File: config.mk
export PLATFORM = sky130hd
export DESIGN_NAME = edge_conditioner
export DESIGN_NICKNAME = d
export VERILOG_FILES = /design/src/rtl/edge_conditioner.sv
export SDC_FILE = /design/constraint.sdc
export NUM_CORES = 1
export LEC_CHECK = 0
export CAP_MARGIN = 5
export CELL_PAD_IN_SITES_DETAIL_PLACEMENT = 1
export CELL_PAD_IN_SITES_GLOBAL_PLACEMENT = 2
export CORE_MARGIN = 8
export CORE_UTILIZATION = 35
export CTS_BUF_LIST = sky130_fd_sc_hd__clkbuf_4
export CTS_CLUSTER_DIAMETER = 60
export DETAILED_ROUTE_END_ITERATION = 10
export HOLD_SLACK_MARGIN = 0.08
export PLACE_DENSITY_LB_ADDON = 0.15
export SLEW_MARGIN = 0
export SYNTH_ARGS = -nofsm -noshare
export SYNTH_HDL_FRONTEND = slang
export SYNTH_SLANG_ARGS = --single-unit
File: constraint.sdc
create_clock -name clk -period 2.9 [get_ports clk]
set_input_delay 0.435 -clock clk [delete_from_list [all_inputs] [get_ports clk]]
set_output_delay 0.435 -clock clk [all_outputs]
set_load 0.005 [all_outputs]
File: src/rtl/edge_conditioner.sv
// Per-channel synchroniser, debouncer and edge detector for board inputs.
// Produces debounced level plus one-cycle rise/fall/mode-filtered pulses.
module edge_conditioner #(
  parameter int CH          = 4,
  parameter int SYNC_STAGES = 2,
  parameter int DB_COUNT    = 4
) (
  input  logic            clk,
  input  logic            reset,
  input  logic [CH-1:0]   in,
  input  logic [2*CH-1:0] mode,
  output logic [CH-1:0]   level,
  output logic [CH-1:0]   rise,
  output logic [CH-1:0]   fall,
  output logic [CH-1:0]   pulse,
  output logic            any_pulse
);

  localparam int CW = $clog2(DB_COUNT + 1);
  localparam logic [CW-1:0] CMAX = CW'(DB_COUNT - 1);

  logic [CH-1:0] lvl_d;

  for (genvar i = 0; i < CH; i++) begin : g_ch
    logic [SYNC_STAGES-1:0] sync;
    logic [CW-1:0]          cnt;
    logic                   lvl;
    logic                   s;

    assign s = sync[SYNC_STAGES-1];

    always_ff @(posedge clk or posedge reset) begin
      if (reset) begin
        sync <= '0;
      end else begin
        sync <= {sync[SYNC_STAGES-2:0], in[i]};
      end
    end

    // level only moves after DB_COUNT consecutive disagreeing cycles
    always_ff @(posedge clk or posedge reset) begin
      if (reset) begin
        cnt <= '0;
        lvl <= 1'b0;
      end else if (s == lvl) begin
        cnt <= '0;
      end else if (cnt == CMAX) begin
        lvl <= s;
        cnt <= '0;
      end else begin
        cnt <= cnt + 1'b1;
      end
    end

    assign level[i] = lvl;
    assign pulse[i] = (mode[2*i]   & rise[i])
                    | (mode[2*i+1] & fall[i]);
  end

  always_ff @(posedge clk or posedge reset) begin
    if (reset) begin
      lvl_d <= '0;
    end else begin
      lvl_d <= level;
    end
  end

  assign rise      = level & ~lvl_d;
  assign fall      = ~level & lvl_d;
  assign any_pulse = |pulse;

endmodule

# Word level (Yosys, flattened, before mapping)
# Index checks and enable logic that the tools add are counted.
[word_totals]
ff_bits = 28
input_bits = 14
[classes]
addsub = 4
n_eq_ne = 8
mux = 8
bitwise = 20
n_reduce_logical = 5
[ops]
columns = ["cell", "n"]
rows = [
  ["3-bit two-way mux", 8],
  ["3-bit by 1-bit adder with 3-bit output, second input constant", 4],
  ["3-bit by 2-bit == test with 1-bit output, second input constant", 4],
  ["1-bit bitwise AND", 8],
  ["4-bit bitwise AND", 2],
  ["4-bit NOT", 2],
  ["2-bit AND reduction", 4],
  ["1-bit == test", 4],
  ["1-bit NOT", 4],
  ["1-bit OR", 4],
  ["4-bit OR reduction", 1],
]

# Longest topological paths before layout
# Gate-level depths: netlist of run 1.
[logic_depth]
depth_word = 5
ltp_mapped = 3
mapped_depth_nobuf = 3

# Worst setup path before layout of run 1
# No wires, ideal clock.
[synth_timing]
kind = "reg2out"
start = "register g_ch[2].lvl"
end = "output any_pulse"
t_arrival_ns = 1.318
required_ns = 2.465
slack_ns = 1.147
stages_incl_launch_ff = 4
path_buffers = 0
cell_sequence = "dfrtp_1 and2b_1 a22o_1 or4_4"
[synth_between]
elab_cells_between_ends = 7
classes_between = "6 x bitwise; 1 x reduce/logical"
[synth_lines]
columns = ["item", "line", "source"]
rows = [
  ["start, declared", "27", "logic lvl;"],
  ["start signal, assigned", "48", "lvl <= s;"],
  ["4-bit bitwise AND", "68", "assign rise = level & ~lvl_d;"],
  ["named net rise[2]", "13", "output logic [CH-1:0] rise,"],
  ["1-bit bitwise AND", "56", "assign pulse[i] = (mode[2*i] & rise[i])"],
  ["1-bit OR", "57", "| (mode[2*i+1] & fall[i]);"],
  ["named net pulse[2]", "15", "output logic [CH-1:0] pulse,"],
  ["4-bit OR reduction", "70", "assign any_pulse = |pulse;"],
  ["end, declared", "16", "output logic any_pulse"],
]
# The timed path passes the listed nets, and every way through them passes these cells.

# Final worst setup path of run 1
[layout_timing]
start = "register g_ch[3].lvl"
end = "output any_pulse"
[layout_between]
elab_chain_len = 5
elab_cells_between_ends = 7
classes_between = "6 x bitwise; 1 x reduce/logical"
[layout_rtl]
columns = ["item", "line", "source"]
rows = [
  ["start, declared", "27", ""],
  ["start signal, assigned", "48", ""],
  ["4-bit NOT", "69", "assign fall = ~level & lvl_d;"],
  ["4-bit bitwise AND", "69", ""],
  ["1-bit bitwise AND", "57", ""],
  ["1-bit OR (*)", "57", ""],
  ["4-bit OR reduction (*)", "70", ""],
]
# Every way passes the cells marked *; elsewhere a longest branch is shown, timed or not.

==> results.py, run 1 <==
metrics = {
    "run_status": {
        "run_status": "finished clean",
    },
    "global_routing": {
        "grt_pass1_vias": 736,
        "overflow": 0,
        "grt_pass1_wl_mm": 3.53,
        "grt_use_total_pct": 8.79,
        "antenna_found_initial": 0,
        "grt_max_degree": 29,
    },
    "final_layout": {
        "layout-drive-gt1-share_pct": 6.67,
        "fin_nets": 124,
        "fillerInstances": 320,
        "area_growth_pct": 34.6,
        "diodes": 0,
    },
    "placed_design": {
        "io_buffers": 30,
        "place.gp.congestion": 0.661,
        "pre_cts_ws_ps": 427,
    },
    "timing": {
        "relSlewSlack_pct": 76.5,
        "setup_viol_count_final": 0,
        "maxSlewViolCount": 0,
        "fin_crit_sh_pct": 89.0,
        "fin_ws_ps": 318,
        "whs_ps": 369,
        "hold_viol": 0,
        "tns_ps": 0,
        "skew_ps": 7.69,
        "period_minus_slack_ps": 2580,
        "max_freq_ghz": 0.387,
        "worst_pin_slew_ps": 352,
        "rsz0062_at_grt": "no",
    },
    "setup_path": {
        "r2r_slack_ps": 1640,
        "reg2reg_from": "g_ch[0].cnt[0]",
        "start_kind": "flop",
        "cp.arrival_ps": 2150,
        "timing.rr.end": "g_ch[0].lvl",
        "cp-startpoint": "g_ch[3].lvl",
        "reg2reg_depth": 3,
        "worst_setup_path_end_kind": "output pin",
        "crit_required_ps": 2470,
        "worst-path-max-fanout": 6,
        "crit_type": "flop to output pin",
    },
    "floorplanning": {
        "start_util_pct": 36.1,
        "die_h_um": 71.4,
        "row_count": 20,
        "design.core.area_mm2": 0.00298,
        "ios": 31,
        "die_width_um": 71.4,
        "die-area_mm2": 0.00510,
    },
    "clock_tree": {
        "clk_path_buf_depth": 2,
        "clk_pin_slew_ps": 150,
        "cts_hold_buf": 0,
        "cts.sinks": 28,
        "root_buffer": "clkbuf_4",
        "clock_latency_ps": 330,
        "htreeDepth": 1,
        "cts.repair.resized": 0,
        "cts_setup_buffers": 0,
        "numCtsBuffers": 3,
        "cts_tree": "built",
    },
    "job": {
        "maxCapViolations": 0,
    },
    "synth": {
        "ys_warn_count": 0,
        "ys_ff_latch": 28,
        "yosysUniqueCellTypes": 13,
        "syn_area_mm2": 0.00107,
        "synth_area_leader_cell": "dfrtp_1",
        "seq_area_frac_synth_pct": 65.2,
        "synthTopCellsByArea": "dfrtp_1 65%, nor2b_1 5.8%, nor3b_1 5.6%, ha_1 4.7%, mux2_1 4.2%",
        "synth_nets": 92,
        "synthCells": 74,
        "synth_top_area_share_pct": 65.2,
        "avgSynthCellArea_um2": 14.5,
    },
    "worst_hold_path": {
        "min_path_type": "flop to flop",
        "hold_path_end": "g_ch[2].sync[1]",
        "hp-start": "g_ch[2].sync[0]",
        "hold_path_depth": 0,
    },
    "power": {
        "pwr-share-comb_pct": 40.0,
        "swShare_pct": 27.9,
        "pwr-share-seq_pct": 41.7,
        "power.density_mw_per_mm2": 957,
        "total_power_uw": 1380,
        "p_sw_uw": 387,
        "p_int_uw": 998,
        "clkPwrFrac_pct": 18.3,
        "p_leak_uw": 0.000641,
        "irDropWorstVdd_mv": 0.380,
    },
    "drt": {
        "drt_pre_antenna_iters": 2,
        "drtAntennaViolNets": 0,
        "vias_per_cell": 4.84,
        "drc_errors": 0,
        "vias": 668,
        "detail_route.iter0.violations": 2,
        "wire_per_inst_um": 15.1,
        "wl_mm": 2.09,
    },
}
[worst max-delay path by stage]
| stage | slack, ps | end |
|---|---|---|
| after floorplan | 1150 | any_pulse |
| after CTS | 290 | any_pulse |
| after global placement | 440 | any_pulse |
| final | 320 | any_pulse |
| after detailed placement | 430 | any_pulse |
| after global routing | 220 | any_pulse |
[cell type report]
cell class | count | area (µm²) | area share, %
clock buffer | 3 | 22.5 | 1.56
sequential | 28 | 701 | 48.4
clock inverter | 1 | 30.0 | 2.08
inverter | 1 | 3.75 | 0.260
tap | 33 | 41.3 | 2.85
multi-input combinational | 41 | 340 | 23.5
timing repair buffer | 31 | 308 | 21.3
[power by group through the flow]
stage / logic, µW / registers [µW] / clock network [µW]
finish: 554 / 577 / 254
global route: 616 / 595 / 282
CTS: 571 / 582 / 265
detailed placement: 566 / 590 / 0
global placement: 554 / 580 / 0
floorplan: 299 / 566 / 0
[cell usage in the layout, fill, tap and decap left out, drive strengths merged, types with 3 or more instances in the layout]
cell,instances
a22o,4
clkbuf,3
clkdlybuf4s50,30
dfrtp,28
ha,4
mux2,4
nor2b,11
nor3,4
nor3b,8
xnor2,4
[Yosys cell counts (all sizes together)]
library cell,instances
dfrtp,28
nor2b,11
nor3b,8
a22o,4
buf,4
ha,4
mux2,4
nor3,4
xnor2,4
and2b,1
inv,1
or4,1
[critical path, stage by stage (launching register included)]
cell and delay, ps:
dfrtp_1 470, nor2b_4 160, a22o_1 230, or4_4 500
clkdlybuf4s50_1 460
[registers in the layout, indices dropped and copies added (netlist names)]
register and cells:
g_ch.cnt 12, g_ch.sync 8, g_ch.lvl 4, lvl_d 4
[metal layers]
layer	track usage (%)	share of wire, %	vias up
li1	-	-	311
met3	3.07	8.9	2
met2	13.3	45	25
met5	0	0	-
met1	10.9	45	330
met4	4.16	0.67	0
[stage by stage]
| stage | util, % | cells | area, µm² |
|---|---|---|---|
| after detailed placement | 46.8 | 134 | 1390 |
| after global routing | 48.6 | 138 | 1450 |
| after global placement | 46.8 | 134 | 1390 |
| after floorplan | - | 74 | 1070 |
| final | 48.6 | 138 | 1450 |
| after CTS | 48.6 | 138 | 1450 |
[cells by family (layout without fill, tap and decap cells)]
family	count (synthesis)	in the layout	share of synthesized area (%)
buffers and inverters	5	36	3.14
muxes	4	4	4.19
adders and majority gates	4	4	4.66
and+or+nand+nor	25	25	16.3
DFF	28	28	65.2
xor gates and xnor gates	4	4	3.26
AOI/OAI and AO/OA	4	4	3.26
Note: power is estimated with default switching activity, not from simulation.
==> run 2, diff against run 1 <==
--- a/config.mk
+++ b/config.mk
@@ -5,16 +5,17 @@
 export SDC_FILE = /design/constraint.sdc
 export NUM_CORES = 1
 export LEC_CHECK = 0
+export ABC_AREA = 1
 export CAP_MARGIN = 5
 export CELL_PAD_IN_SITES_DETAIL_PLACEMENT = 1
 export CELL_PAD_IN_SITES_GLOBAL_PLACEMENT = 2
 export CORE_MARGIN = 8
-export CORE_UTILIZATION = 35
+export CORE_UTILIZATION = 32
 export CTS_BUF_LIST = sky130_fd_sc_hd__clkbuf_4
 export CTS_CLUSTER_DIAMETER = 60
 export DETAILED_ROUTE_END_ITERATION = 10
 export HOLD_SLACK_MARGIN = 0.08
-export PLACE_DENSITY_LB_ADDON = 0.15
+export PLACE_DENSITY_LB_ADDON = 0.1
 export SLEW_MARGIN = 0
 export SYNTH_ARGS = -nofsm -noshare
 export SYNTH_HDL_FRONTEND = slang
==> constraint.sdc (replaced) <==
create_clock -name clk -period 2.9 [get_ports clk]
set_input_delay 0.435 -clock clk [delete_from_list [all_inputs] [get_ports clk]]
set_output_delay 0.435 -clock clk [all_outputs]
set_load 0.05 [all_outputs]
==> results.py, run 2 <==
metrics = {
    "setup_path": {
        "cp.arrival_ps": 1990,
        "reg2reg_from": "g_ch[3].cnt[0]",
        "crit_type": "flop to output pin",
        "worst_setup_path_end_kind": "output pin",
        "worst-path-max-fanout": 6,
        "r2r_slack_ps": 1860,
        "start_kind": "flop",
        "reg2reg_depth": 5,
        "timing.rr.end": "g_ch[3].lvl",
        "cp-startpoint": "g_ch[1].lvl",
        "crit_required_ps": 2470,
    },
    "drt": {
        "drtAntennaViolNets": 0,
        "wl_mm": 2.39,
        "detail_route.iter0.violations": 15,
        "drc_errors": 0,
        "vias": 811,
        "drt_pre_antenna_iters": 4,
        "vias_per_cell": 4.38,
        "wire_per_inst_um": 12.9,
    },
    "synth": {
        "synthCells": 108,
        "ys_warn_count": 0,
        "ys.flop_type": "dfrtp_1",
        "avgSynthCellArea_um2": 10.4,
        "async_reset_ff_share_pct": 100,
        "ys_ff_latch": 28,
        "synthTopCellsByArea": "dfrtp_1 62%, nor2_1 6.7%, ha_1 4.4%, inv_1 4.0%, nand2_1 4.0%",
        "synth_area_leader_cell": "dfrtp_1",
        "syn_area_mm2": 0.00113,
        "synth.most_common_cell": "dfrtp_1",
        "seq_area_frac_synth_pct": 62.2,
        "synthTopCellsByCount": "28 x dfrtp_1, 20 x nor2_1, 12 x inv_1, 12 x nand2_1, 7 x o21ai_0",
        "synth_top_area_share_pct": 62.2,
        "synth_edf_count": 0,
        "synth_nets": 126,
        "yosysUniqueCellTypes": 14,
    },
    "job": {
        "maxCapViolations": 0,
    },
    "global_routing": {
        "overflow": 0,
        "grt_use_total_pct": 9.15,
        "grt_max_degree": 29,
        "grt_pass1_vias": 854,
        "grt_pass1_wl_mm": 3.84,
        "antenna_found_initial": 0,
    },
    "final_layout": {
        "final_common_cell": "clkdlybuf4s50_1",
        "fillerInstances": 394,
        "fin_cells": 185,
        "layout-drive-gt1-share_pct": 10.1,
        "regMostFlops": "g_ch.cnt",
        "reg.largest.list": "g_ch.cnt x12, g_ch.sync x8",
        "layout_common_cells": "30 x clkdlybuf4s50_1, 28 x dfrtp_1, 20 x nor2_1",
        "area_growth_pct": 34.4,
        "largest_reg_flops": 12,
        "post-route-cell-area_mm2": 0.00151,
        "fin_nets": 158,
        "diodes": 0,
    },
    "floorplanning": {
        "die_width_um": 75.3,
        "ios": 31,
        "die-area_mm2": 0.00567,
        "start_util_pct": 33.5,
        "die_h_um": 75.3,
        "design.core.area_mm2": 0.00336,
        "row_count": 21,
    },
    "placed_design": {
        "place_area_mm2": 0.00146,
        "placed_cells": 181,
        "io_buffers": 30,
        "dp_hpwl_mm": 1.94,
        "pre_cts_ws_ps": 462,
        "place.gp.congestion": 0.683,
    },
    "timing": {
        "relSlewSlack_pct": 64.7,
        "maxSlewViolCount": 0,
        "worst_pin_slew_ps": 527,
        "whs_ps": 365,
        "fin_ws_ps": 474,
        "period_minus_slack_ps": 2430,
        "setup_viol_count_final": 0,
        "fin_crit_sh_pct": 83.6,
        "skew_ps": 10.6,
        "tns_ps": 0,
        "rsz0062_at_grt": "no",
        "hold_viol": 0,
        "max_freq_ghz": 0.412,
    },
    "worst_hold_path": {
        "hold_path_end": "g_ch[2].sync[1]",
        "min_path_type": "flop to flop",
        "hold_path_depth": 0,
        "hp-start": "g_ch[2].sync[0]",
    },
    "clock_tree": {
        "clk_path_buf_depth": 2,
        "clock_latency_ps": 330,
        "cts.sinks": 28,
        "htreeDepth": 1,
        "cts.repair.resized": 0,
        "cts_hold_buf": 0,
        "numCtsBuffers": 3,
        "cts_setup_buffers": 0,
        "clk_pin_slew_ps": 150,
        "root_buffer": "clkbuf_4",
        "cts_tree": "built",
    },
    "power": {
        "p_leak_uw": 0.000701,
        "irDropWorstVdd_mv": 0.338,
        "power.density_mw_per_mm2": 1150,
    },
    "run_status": {
        "run_status": "finished clean",
    },
}
## run 2: through the flow
stage / power, µW / util [%]
2_1_floorplan: 1230 / -
3_3_place_gp: 1490 / 43.5
3_5_place_dp: 1520 / 43.5
4_1_cts: 1780 / 45.0
5_1_grt: 1860 / 45.0
6_report: 1740 / 45.0
## run 2: area by class of cell
| class | count | area, µm² | area share, % |
|---|---|---|---|
| clock buffers | 3 | 22.5 | 1.49 |
| clock inverters | 1 | 30.0 | 1.98 |
| inverters | 14 | 52.6 | 3.47 |
| multi-input cells | 62 | 343 | 22.6 |
| flip-flops and latches | 28 | 701 | 46.3 |
| well taps | 46 | 57.6 | 3.80 |
| repair buffers | 31 | 308 | 20.3 |
## run 2: worst max path at each step
stage	slack, ps	depth (start not counted)	end
6_report	470	6	any_pulse
5_1_grt	310	6	any_pulse
4_1_cts	430	6	any_pulse
3_5_place_dp	460	6	any_pulse
3_3_place_gp	460	6	any_pulse
2_1_floorplan	1130	5	any_pulse
## run 2: cells by family (layout without fill, tap and decap cells)
family	Yosys count	in the layout	synth area share, %
xor gates and xnor gates	4	4	3.11
buffers and inverters	18	49	7.33
and+or+nand+nor	47	47	19.8
adders and majority gates	4	4	4.44
AOI/OAI and AO/OA	7	7	3.11
DFF	28	28	62.2
## run 2: power by group
group,leakage [µW],internal (µW),switching [µW]
Sequential,0.000353,488,91.6
Combinational,0.000320,301,610
Clock,0.0000279,140,112
## run 2: per-layer routing
metal / wire, µm / share of wire (%) / global-route usage [%] / up-vias
li1: - / - / - / 396
met1: 986 / 41 / 9.71 / 390
met2: 1180 / 49 / 15.9 / 21
met3: 186 / 7.8 / 2.63 / 4
met4: 40 / 1.7 / 5.12 / 0
met5: 0 / 0 / 0 / -
## run 2: worst max-delay path, cell delays in order (launching register included)
cell and delay (ps):
dfrtp_1 490, inv_2 90, nand3_1 70, nand2_1 90, nor2_1 60, nand2_1 60
clkdlybuf4s50_1 800
